**src/rtl/seq_detector_pkg.sv**
```systemverilog
// Shared sizing helpers for the programmable sequence detector.
package seq_detector_pkg;

  // Bits needed to hold a pattern length from 0 up to max_len inclusive.
  function automatic int unsigned len_w(input int unsigned max_len);
    return $clog2(max_len + 1);
  endfunction

  function automatic int unsigned clamp_len(input int unsigned len,
                                            input int unsigned max_len);
    return (len > max_len) ? max_len : len;
  endfunction

endpackage

```
**src/rtl/sat_counter.sv**
```systemverilog
// Saturating up-counter with synchronous clear; clear with a simultaneous increment yields 1.
module sat_counter #(
  parameter int unsigned CNT_W = 16
) (
  input  logic             clk,
  input  logic             rst,
  input  logic             clr,
  input  logic             inc,
  output logic [CNT_W-1:0] q
);

  always_ff @(posedge clk) begin
    if (rst) begin
      q <= '0;
    end else if (clr) begin
      q <= inc ? CNT_W'(1) : '0;
    end else if (inc && (q != '1)) begin
      q <= q + 1'b1;
    end
  end

endmodule

```
**src/rtl/seq_detector_prog.sv**
```systemverilog
// Runtime-programmable serial pattern detector with overlap control and a saturating match count.
module seq_detector_prog
  import seq_detector_pkg::*;
#(
  parameter int unsigned MAX_LEN = 8,
  parameter int unsigned CNT_W   = 16
) (
  input  logic                         clk,
  input  logic                         rst,
  input  logic                         cfg_we,
  input  logic [MAX_LEN-1:0]           cfg_pattern,
  input  logic [len_w(MAX_LEN)-1:0]    cfg_len,
  input  logic                         cfg_overlap,
  input  logic                         cnt_clr,
  input  logic                         x_valid,
  input  logic                         x,
  output logic                         z,
  output logic [CNT_W-1:0]             match_cnt,
  output logic                         armed
);

  localparam int unsigned LEN_W = len_w(MAX_LEN);

  logic [MAX_LEN-1:0] pattern;
  logic [LEN_W-1:0]   len;
  logic               overlap;
  logic [MAX_LEN-1:0] hist;
  logic [LEN_W-1:0]   fill;

  logic [MAX_LEN-1:0] hist_next;
  logic [LEN_W-1:0]   fill_inc;
  logic [MAX_LEN-1:0] mask;
  logic               accept;
  logic               match;

  assign armed = (len != '0);

  always_comb begin
    accept    = x_valid && !cfg_we && armed;
    hist_next = {hist[MAX_LEN-2:0], x};
    fill_inc  = (fill < len) ? fill + 1'b1 : len;
    mask      = '0;
    for (int unsigned i = 0; i < MAX_LEN; i++) begin
      mask[i] = (i < 32'(len));
    end
    // Only the low len bits take part; older history and pattern bits are don't-care.
    match = accept && (fill_inc == len) && (((hist_next ^ pattern) & mask) == '0);
  end

  always_ff @(posedge clk) begin
    if (rst) begin
      pattern <= '0;
      len     <= '0;
      overlap <= 1'b0;
      hist    <= '0;
      fill    <= '0;
      z       <= 1'b0;
    end else if (cfg_we) begin
      pattern <= cfg_pattern;
      len     <= LEN_W'(clamp_len(32'(cfg_len), MAX_LEN));
      overlap <= cfg_overlap;
      hist    <= '0;
      fill    <= '0;
      z       <= 1'b0;
    end else if (accept) begin
      hist <= hist_next;
      fill <= (match && !overlap) ? '0 : fill_inc;
      z    <= match;
    end else begin
      z <= 1'b0;
    end
  end

  sat_counter #(
    .CNT_W(CNT_W)
  ) u_cnt (
    .clk(clk),
    .rst(rst),
    .clr(cnt_clr),
    .inc(match),
    .q  (match_cnt)
  );

endmodule

```
**config.mk**
```make
export PLATFORM = sky130hd
export DESIGN_NAME = seq_detector_prog
export DESIGN_NICKNAME = d
export VERILOG_FILES = /design/src/rtl/seq_detector_pkg.sv /design/src/rtl/sat_counter.sv /design/src/rtl/seq_detector_prog.sv
export SDC_FILE = /design/constraint.sdc
export NUM_CORES = 1
export LEC_CHECK = 0
export ABC_CLOCK_PERIOD_IN_PS = 3100
export BUFFER_PORTS_ARGS = -buffer_cell sky130_fd_sc_hd__buf_2
export CAP_MARGIN = 30
export CORE_ASPECT_RATIO = 1.75
export CORE_MARGIN = 10
export CORE_UTILIZATION = 57
export CTS_BUF_LIST = sky130_fd_sc_hd__clkbuf_2
export CTS_CLUSTER_DIAMETER = 50
export DETAILED_ROUTE_END_ITERATION = 10
export PLACE_DENSITY = 0.81
export SETUP_SLACK_MARGIN = 0.05
export SLEW_MARGIN = 20
export SYNTH_ARGS = -nofsm -noshare
export SYNTH_HDL_FRONTEND = slang
export SYNTH_SLANG_ARGS = --single-unit
```
**constraint.sdc**
```tcl
create_clock -name clk -period 3.1 [get_ports clk]
set_input_delay 0.62 -clock clk [delete_from_list [all_inputs] [get_ports clk]]
set_output_delay 0.62 -clock clk [all_outputs]
set_load 0.03 [all_outputs]
```
==> metrics, run 1 <==
status=finished clean; ys async rst share=0%; Worst Hold Class=input pin to flip-flop; Initial DRT Pass Iterations=5; Site Rows=29; Data arrival, critical path=2990 ps; Iteration-0 DRC Markers=92; drt drc=0; Area growth syn-to-layout=10.88%; Worst Setup Path Type=flip-flop to flip-flop; CP Max Fanout=16; Root Buffer=clkbuf_2; clk_skew=15.60 ps; Final Hold Fails=0; Clock Pin Slew Worst Setup and Hold Paths=200 ps; P_sw=0.2435 mW; Core Region=3592 um2; Slew Viols, Final=0; gr ovfl total=0; Critical Path RT=3470 ps; Post CTS Setup Buffer Count=0; number of synthesized flops with an enable pin=0; Mapped Cells=252; Slew HR=63.51%; Sw Ratio=27.72%; die area=6592 um2; maxcap violations=0; most numerous cell on the critical path=a21oi_1; DP Wirelength=3929 um; pre-CTS setup slack=456.1 ps; WP buf/inv=1; finished layout cell area=2321 um2; share of cells above drive strength 1=17.83%; CP Launch Type=flip-flop; logic gate share of total power=12.0%; slowest cell delay on critical path=660 ps; largest net degree at the start of global routing=18; Primary FF master, synth=dfxtp_1; VDD IR max=0.3656 mV; Synth Cell Area=2093 um2; Setup WS post-layout=473.2 ps; leak pwr=0.9211 nW; Pint=0.6351 mW; Reg2Reg Depth=8; Tot GR Track Use=16.20%; routed vias/inst=5.819; Inserted Diodes=0; met2 Track Usage GR=29.67%; total power=0.8786 mW; register area share after synthesis=39.21%; top cell type's share of synthesized area=39.21%; Clock H-tree levels=2; port buffer count=36; flops & latches, synth=41; Setup TNS=0 ps; final cell count without fillers=332; Initial Util=58.27%; Clk pwr share=25.1%; top post-synthesis cells by count=41 x dfxtp_1, 31 x a21oi_1, 26 x nand2_1; number of global-route vias before repair=1914; I/O pin count=37; Crit Reg-Reg Endpoint=u_cnt.q[12]$_SDFFE_PP0P_; post-route minimum period=2627 ps; Period Utilization, post-route=84.73%; Vias=1932; Worst Hold Depth=3; CTS tree=done; GR Layer Usage met1=14.72%; Nets=310; post-layout util=64.61%; Max clock buf depth=2; Placed Cells incl. Taps=325; Synthesis Warnings=0; Worst Setup End Kind=flip-flop; CP max-delay cell=dfxtp_1; Setup violations, final=0; clock sink count=41; Clock Latency Late Sink=410 ps; mean post-synth cell area=8.307 um2; final WL=4991 um; slew of the pin with the lowest slew margin=541.7 ps; top-count cell post-synth=dfxtp_1; top post-synthesis cells by area=dfxtp_1 39%, a21oi_1 7.4%, mux2i_1 4.8%; Max Freq=380.7 MHz; GR peak layer=met2; # resized after CTS=0; Seq pwr share=62.8%; grt met3 use=4.905%; CTS Hold Bufs=0; leading area contributor after synthesis=dfxtp_1; Syn Nets=276; Worst R2R Start=len[3]$_SDFFE_PP0P_; hold_sp=cfg_overlap; WHS=428.8 ps; post-DR wirelength/cell=15.03 um; gpl congestion=0.8870; Critical Path Stages=8; Die Ht=100.2 um; RSZ-0062 raised after global routing=no; Pwr Density=378.5 nW/um2; crit-path leading delay family=compound AO/OA/AOI/OAI gates; post-route ant nets=0; initial antenna violation count=0; first-pass GRT wire length=8528 um; crit-path cells=inv_1, ha_1, nand2_1, o21a_1, a21oi_1, nand3_4, or4_1, a21oi_1; Placed Area=2287 um2; Die Width=65.81 um; flop-to-flop setup slack=470 ps; TritonCTS Buffers=5; Hold EP=overlap$_SDFFE_PP0P_; Synth cell types=43
==> area by class of cell <==
cell class / count / area [um2]
tap: 46 / 57.56
multi-input combinational: 192 / 1184
fill: 356 / 1271
timing repair buffer: 38 / 195.2
clock inverter: 1 / 3.754
inverter: 8 / 30.03
sequential: 41 / 820.8
clock buffer: 6 / 30.03
==> flip-flops by register name, summed over array words and instances (netlist names) <==
name,count
fill,4
hist,7
len,4
overlap,1
pattern,8
u_cnt.q,16
z,1
==> power by group through the flow <==
stage          Clock, mW  Sequential [mW]  Combinational [mW]
4_1_cts            0.226            0.552               0.106
5_1_grt            0.246            0.554               0.119
3_3_place_gp           0            0.562               0.103
6_report           0.221            0.552               0.106
2_1_floorplan          0            0.556              0.0803
3_5_place_dp           0            0.563               0.106
==> worst register-to-register path: stages, from the launching register on <==
cell     delay (ps)
dfxtp_1         660
inv_1           150
ha_1            330
nand2_1          60
o21a_1          240
a21oi_1         330
nand3_4         220
or4_1           440
a21oi_1         150
==> cells in the final DEF (no fill, tap or decap), types with 4 or more instances in the layout <==
cell,Yosys,final
dfxtp_1,41,41
buf_2,1,36
a21oi_1,31,31
nand2_1,26,26
nor2_1,21,21
o21ai_0,13,13
nand3_1,12,12
or3_1,11,11
mux2i_1,10,10
inv_1,8,8
xor2_1,8,8
xnor2_1,7,7
clkbuf_2,1,6
ha_1,5,5
or4_1,4,4
nand4_1,4,4
==> kinds of logic after synthesis <==
family | after synthesis | synth area share (%)
and+or+nand+nor | 100 | 24.87
buffers and inverters | 19 | 4.243
muxes | 10 | 4.782
DFF | 41 | 39.21
xor gates and xnor gates | 15 | 6.276
AOI/OAI and AO/OA | 62 | 17.63
adders and majority gates | 5 | 2.989
==> worst max-delay path by stage <==
stage | startpoint | endpoint
2_1_floorplan | x | u_cnt.q[8]$_SDFFE_PP0P_
3_3_place_gp | x | u_cnt.q[12]$_SDFFE_PP0P_
3_5_place_dp | x | u_cnt.q[12]$_SDFFE_PP0P_
4_1_cts | len[3]$_SDFFE_PP0P_ | u_cnt.q[12]$_SDFFE_PP0P_
5_1_grt | len[3]$_SDFFE_PP0P_ | u_cnt.q[12]$_SDFFE_PP0P_
6_report | len[3]$_SDFFE_PP0P_ | u_cnt.q[12]$_SDFFE_PP0P_
==> per-layer routing <==
layer  share of wire [%]  vias to the layer above
met2                  56                       38
met5                   0                        -
li1                    -                      965
met4                 4.4                        0
met1                  35                      912
met3                 5.2                       17
Power figures use the tool's default switching activity.
==> run 2: changes to the inputs <==
--- a/config.mk
+++ b/config.mk
@@ -5,16 +5,17 @@
 export SDC_FILE = /design/constraint.sdc
 export NUM_CORES = 1
 export LEC_CHECK = 0
-export ABC_CLOCK_PERIOD_IN_PS = 3100
+export ABC_AREA = 1
+export ABC_CLOCK_PERIOD_IN_PS = 2200
 export BUFFER_PORTS_ARGS = -buffer_cell sky130_fd_sc_hd__buf_2
 export CAP_MARGIN = 30
 export CORE_ASPECT_RATIO = 1.75
 export CORE_MARGIN = 10
-export CORE_UTILIZATION = 57
+export CORE_UTILIZATION = 53
 export CTS_BUF_LIST = sky130_fd_sc_hd__clkbuf_2
 export CTS_CLUSTER_DIAMETER = 50
 export DETAILED_ROUTE_END_ITERATION = 10
-export PLACE_DENSITY = 0.81
+export PLACE_DENSITY = 0.78
 export SETUP_SLACK_MARGIN = 0.05
 export SLEW_MARGIN = 20
 export SYNTH_ARGS = -nofsm -noshare
==> constraint.sdc (replaced) <==
create_clock -name clk -period 2.2 [get_ports clk]
set_input_delay 0.44 -clock clk [delete_from_list [all_inputs] [get_ports clk]]
set_output_delay 0.44 -clock clk [all_outputs]
set_load 0.03 [all_outputs]
==> metrics, run 2 <==
status=finished clean; gr ovfl total=0; mux cell area share after synthesis=0%; drt drc=0; post-route ant nets=0; Tot GR Track Use=16.06%; CTS Hold Bufs=0; Critical Path RT=2520 ps; register area share after synthesis=34.29%; TritonCTS Buffers=5; top post-synthesis cells by count=71 x nand2_1, 42 x inv_1, 42 x nor2_1; top cell type's share of synthesized area=34.29%; Root Buffer=clkbuf_2; first-pass GRT wire length=10350 um; Syn Nets=359; biggest regs=u_cnt.q (16), pattern (8), hist (7); number of global-route vias before repair=2413; maxcap violations=0; CTS tree=done; Pwr Density=532.2 nW/um2; VDD IR max=0.3908 mV; top-count cell post-synth=nand2_1; Post-Synth XOR/XNOR Area=2.561%; Area growth syn-to-layout=19.24%; Seq pwr share=51.7%; Synth Area in Compound Gates=14.79%; gpl congestion=0.8406; routed vias/inst=5.273; Worst Hold Class=input pin to flip-flop; slew of the pin with the lowest slew margin=507.2 ps; Vias=2341; Setup violations, final=0; Worst Setup End Kind=flip-flop; Die Width=70.80 um; CP Launch Type=flip-flop; max reg flops=16; post-route minimum period=2028 ps; CP Max Fanout=6; final cell count without fillers=444; total power=1.519 mW; I/O pin count=37; Setup TNS=0 ps; Site Rows=32; logic gate share of total power=18.9%; Synth Cell Area=2394 um2; Initial DRT Pass Iterations=4; Sw Ratio=29.31%; initial antenna violation count=0; RSZ-0062 raised after global routing=no; Clock Pin Slew Worst Setup and Hold Paths=230 ps; Clock Latency Late Sink=410 ps; Inserted Diodes=0; Max clock buf depth=2; crit-path cells=inv_1, ha_1, nand2_1, nand2_2, nand2_4, nand4_1, nand3_4, nor2_8, nand2_4, nor2_4, buf_4, nand3_1, nand2_1, nor2_2; DP Wirelength=4695 um; Synthesis Warnings=0; Iteration-0 DRC Markers=96; commonest non-fill, non-tap cell in the layout=nand2_1; port buffer count=36; Max Freq=493.1 MHz; Initial Util=54.35%; Synth cell types=39; Final Hold Fails=0; Core Region=4404 um2; leak pwr=1.343 nW; slowest cell delay on critical path=380 ps; P_sw=0.4453 mW; commonest cells after routing, fill and taps aside=71 x nand2_1, 42 x nor2_1, 41 x inv_1, 37 x dfxtp_1, 36 x buf_2; Worst Setup Path Type=flip-flop to flip-flop; pre-CTS setup slack=134.6 ps; Setup WS post-layout=172.1 ps; WHS=214.2 ps; Period Utilization, post-route=92.18%; largest net degree at the start of global routing=19; post-layout util=64.80%; Placed Cells incl. Taps=432; Data arrival, critical path=2350 ps; Largest Register=u_cnt.q; Pint=1.074 mW; Clk pwr share=29.4%; post-DR wirelength/cell=13.66 um; CP max-delay cell=dfxtp_1; largest family of logic cells by synthesized area=simple AND/OR/NAND/NOR gates; finished layout cell area=2854 um2; top post-synthesis cells by area=dfxtp_1 34%, nand2_1 11%, inv_1 6.6%; final WL=6064 um; simple logic cell fraction of the synthesized area=36.64%; Nets=416; Slew HR=66.11%; Slew Viols, Final=0; Clock H-tree levels=2; number of synthesized flops with an enable pin=0; share of cells above drive strength 1=27.48%; clk_skew=24.85 ps; Adder-Cell Fraction of Synth Area=2.614%; mean post-synth cell area=7.145 um2; Placed Area=2720 um2; Die Ht=108.9 um; Primary FF master, synth=dfxtp_1; die area=7710 um2; clock sink count=41; ys async rst share=0%; flops & latches, synth=41; Mapped Cells=335; leading area contributor after synthesis=dfxtp_1
## run 2: changes by cell type in the layout (fill, tap and decap cells not counted), sizes merged, moves of 7 or more
| cell | before | now |
|---|---|---|
| a21oi | 31 | 22 |
| buf | 38 | 56 |
| a211oi | 0 | 12 |
| nor2 | 21 | 50 |
| nand2 | 26 | 79 |
| inv | 8 | 47 |
| nand4 | 4 | 11 |
| mux2i | 10 | 0 |
| nand3 | 13 | 25 |
| or3 | 11 | 0 |
## run 2: path summary, 6_finish.rpt
check	start	to	slack, ps	depth (start not counted)
setup / recovery	len[1]$_SDFFE_PP0P_	u_cnt.q[7]$_SDFFE_PP0P_	170	14
hold reg to reg	pattern[3]$_SDFFE_PP0P_	pattern[3]$_SDFFE_PP0P_	490	2
hold / removal	rst	len[3]$_SDFFE_PP0P_	210	2
setup reg to reg	len[1]$_SDFFE_PP0P_	u_cnt.q[7]$_SDFFE_PP0P_	170	14
## run 2: cells by family after synthesis
family / Yosys count
and+or+nand+nor: 172
AOI/OAI and AO/OA: 56
buffers and inverters: 54
DFF: 41
xor gates and xnor gates: 7
adders and majority gates: 5
## run 2: worst max-delay path: cells and delay by family, from the launching register on
family        cells  cell delay [ps]
simple gates     11             1060
flops             1              380
fa+ha+maj         1              270
buf+inv           2              230
## run 2: routing by layer
| layer | global-route usage [%] | share of wire, % | wire length (um) | up-vias |
|---|---|---|---|---|
| met5 | 0 | 0 | 0 | - |
| met4 | 9.028 | 3.3 | 199 | 0 |
| met3 | 3.003 | 3.0 | 181 | 17 |
| met2 | 30.33 | 54 | 3253 | 47 |
| met1 | 15.79 | 40 | 2429 | 1064 |
| li1 | - | - | - | 1213 |
## run 2: power groups by stage
stage | sequential (mW) | combinational, mW | clock (mW)
2_1_floorplan | 0.806 | 0.181 | 0
3_3_place_gp | 0.799 | 0.267 | 0
3_5_place_dp | 0.799 | 0.272 | 0
4_1_cts | 0.784 | 0.274 | 0.462
5_1_grt | 0.789 | 0.320 | 0.486
6_report | 0.785 | 0.287 | 0.447
## run 2: cell type report
cell class | instances | area [um2]
clock inverter | 2 | 33.78
inverter | 48 | 180.2
timing repair buffer | 56 | 330.3
multi-input combinational | 240 | 1390
tap | 51 | 63.81
sequential | 41 | 825.8
clock buffer | 6 | 30.03
fill | 428 | 1550
## run 2: timing repair
action | 4_1_cts | 5_1_grt
setup buffers | 0 | 4
gates resized for setup | 0 | 10
setup endpoints to repair | 0 | 18
==> run 3: changes to the inputs <==
--- a/config.mk
+++ b/config.mk
@@ -11,11 +11,10 @@
 export CAP_MARGIN = 30
 export CORE_ASPECT_RATIO = 1.75
 export CORE_MARGIN = 10
-export CORE_UTILIZATION = 53
+export CORE_UTILIZATION = 40
 export CTS_BUF_LIST = sky130_fd_sc_hd__clkbuf_2
 export CTS_CLUSTER_DIAMETER = 50
 export DETAILED_ROUTE_END_ITERATION = 10
-export PLACE_DENSITY = 0.78
 export SETUP_SLACK_MARGIN = 0.05
 export SLEW_MARGIN = 20
 export SYNTH_ARGS = -nofsm -noshare
==> metrics, run 3 (synthesized netlist as in run 2, its figures left out) <==
CP max-delay cell=dfxtp_1; Data arrival, critical path=2330 ps; max reg flops=16; Slew HR=63.90%; Worst Setup End Kind=flip-flop; gpl congestion=0.8655; Die Width=78.48 um; Clock H-tree levels=2; crit-path leading delay family=simple AND/OR/NAND/NOR gates; Max clock buf depth=2; Worst Hold Class=input pin to flip-flop; die area=9600 um2; Nets=417; slowest cell delay on critical path=400 ps; TritonCTS Buffers=5; Placed Area=2781 um2; Die Ht=122.3 um; routed vias/inst=4.873; largest net degree at the start of global routing=19; clock sink count=41; first-pass GRT wire length=10350 um; finished layout cell area=2908 um2; CTS Hold Bufs=0; Setup violations, final=0; commonest cells after routing, fill and taps aside=69 x nand2_1, 42 x nor2_1, 41 x inv_1, 37 x dfxtp_1, 36 x buf_2; slew of the pin with the lowest slew margin=540.2 ps; Pwr Density=525.4 nW/um2; drt drc=0; Clock Pin Slew Worst Setup and Hold Paths=240 ps; I/O pin count=37; WP buf/inv=2; Largest Register=u_cnt.q; Worst Setup Path Type=flip-flop to flip-flop; clk_skew=32.21 ps; post-route minimum period=2005 ps; post-DR wirelength/cell=13.06 um; status=finished clean; number of global-route vias before repair=2239; Final Hold Fails=0; Iteration-0 DRC Markers=78; CP Max Fanout=6; gr ovfl total=0; Initial DRT Pass Iterations=4; Slew Viols, Final=0; VDD IR max=0.3825 mV; share of cells above drive strength 1=27.41%; Area growth syn-to-layout=21.48%; Tot GR Track Use=13.18%; Core Region=5833 um2; RSZ-0062 raised after global routing=yes; Vias=2300; WHS=206.1 ps; maxcap violations=0; biggest regs=u_cnt.q (16), pattern (8), hist (7); crit-path cells=ha_1, xnor2_1, inv_1, nand4_1, nand3_4, nor2_8, nand2_4, nor2_4, buf_6, nand3_1, nand2_1, nor2_1; Setup TNS=0 ps; Root Buffer=clkbuf_2; leak pwr=1.344 nW; CP Launch Type=flip-flop; Initial Util=41.03%; Critical Path RT=2530 ps; DP Wirelength=4955 um; final WL=6163 um; Max Freq=498.8 MHz; Period Utilization, post-route=91.12%; Clock Latency Late Sink=420 ps; post-route ant nets=0; initial antenna violation count=0; Site Rows=37; commonest non-fill, non-tap cell in the layout=nand2_1; CTS tree=done; port buffer count=36; Inserted Diodes=0
-- run 3: area by class of cell --
type	instances	area [um2]
clock buffer	5	25.02
clock inverter	3	41.29
fill	624	2925
inverter	48	180.2
multi-input combinational	240	1380
sequential	41	825.8
tap	78	97.59
timing repair buffer	57	357.8
-- run 3: tightest hold or removal path, delay by kind of cell --
kind | cells | cell delay [ps]
buf+inv | 1 | 70
simple gates | 2 | 110
-- run 3: timing repair --
action	CTS	global route
gates cloned	0	0
setup buffers	2	1
resized for setup	0	11
pin swaps	1	2
endpoints found under the setup margin	4	17
-- run 3: stage by stage --
step / total power [mW] / setup slack (ps) / utilization [%] / std cells
after floorplan: 0.9869 / 60.25 / - / 335
after global placement: 1.074 / 118.3 / 47.68 / 461
after detailed placement: 1.077 / 42.68 / 47.68 / 461
after CTS: 1.541 / 90.04 / 49.08 / 471
after global routing: 1.607 / 34.88 / 49.85 / 472
final: 1.528 / 195.3 / 49.85 / 472
-- run 3: metal layers --
layer	global-route usage [%]	vias to the layer above	routed length [um]
li1	-	1202	-
met1	12.94	1048	2291
met2	25.31	40	3506
met3	3.367	10	249
met4	5.293	0	116
met5	0	-	0
-- run 3: power by group --
group | switching (mW) | total (mW) | internal, mW
logic | 0.176 | 0.289 | 0.113
registers | 0.0175 | 0.786 | 0.768
clock network | 0.265 | 0.453 | 0.188
-- run 3: final timing paths --
kind                                              start                 endpoint  slack (ps)  cells past startpoint
worst min-delay path                         cfg_len[0]      len[0]$_SDFFE_PP0P_         210                      3
worst max-delay path               fill[1]$_SDFFE_PP0P_  u_cnt.q[2]$_SDFFE_PP0P_         200                     12
worst min register to register  pattern[4]$_SDFFE_PP0P_  pattern[4]$_SDFFE_PP0P_         480                      2
worst max register to register     fill[1]$_SDFFE_PP0P_  u_cnt.q[2]$_SDFFE_PP0P_         200                     12
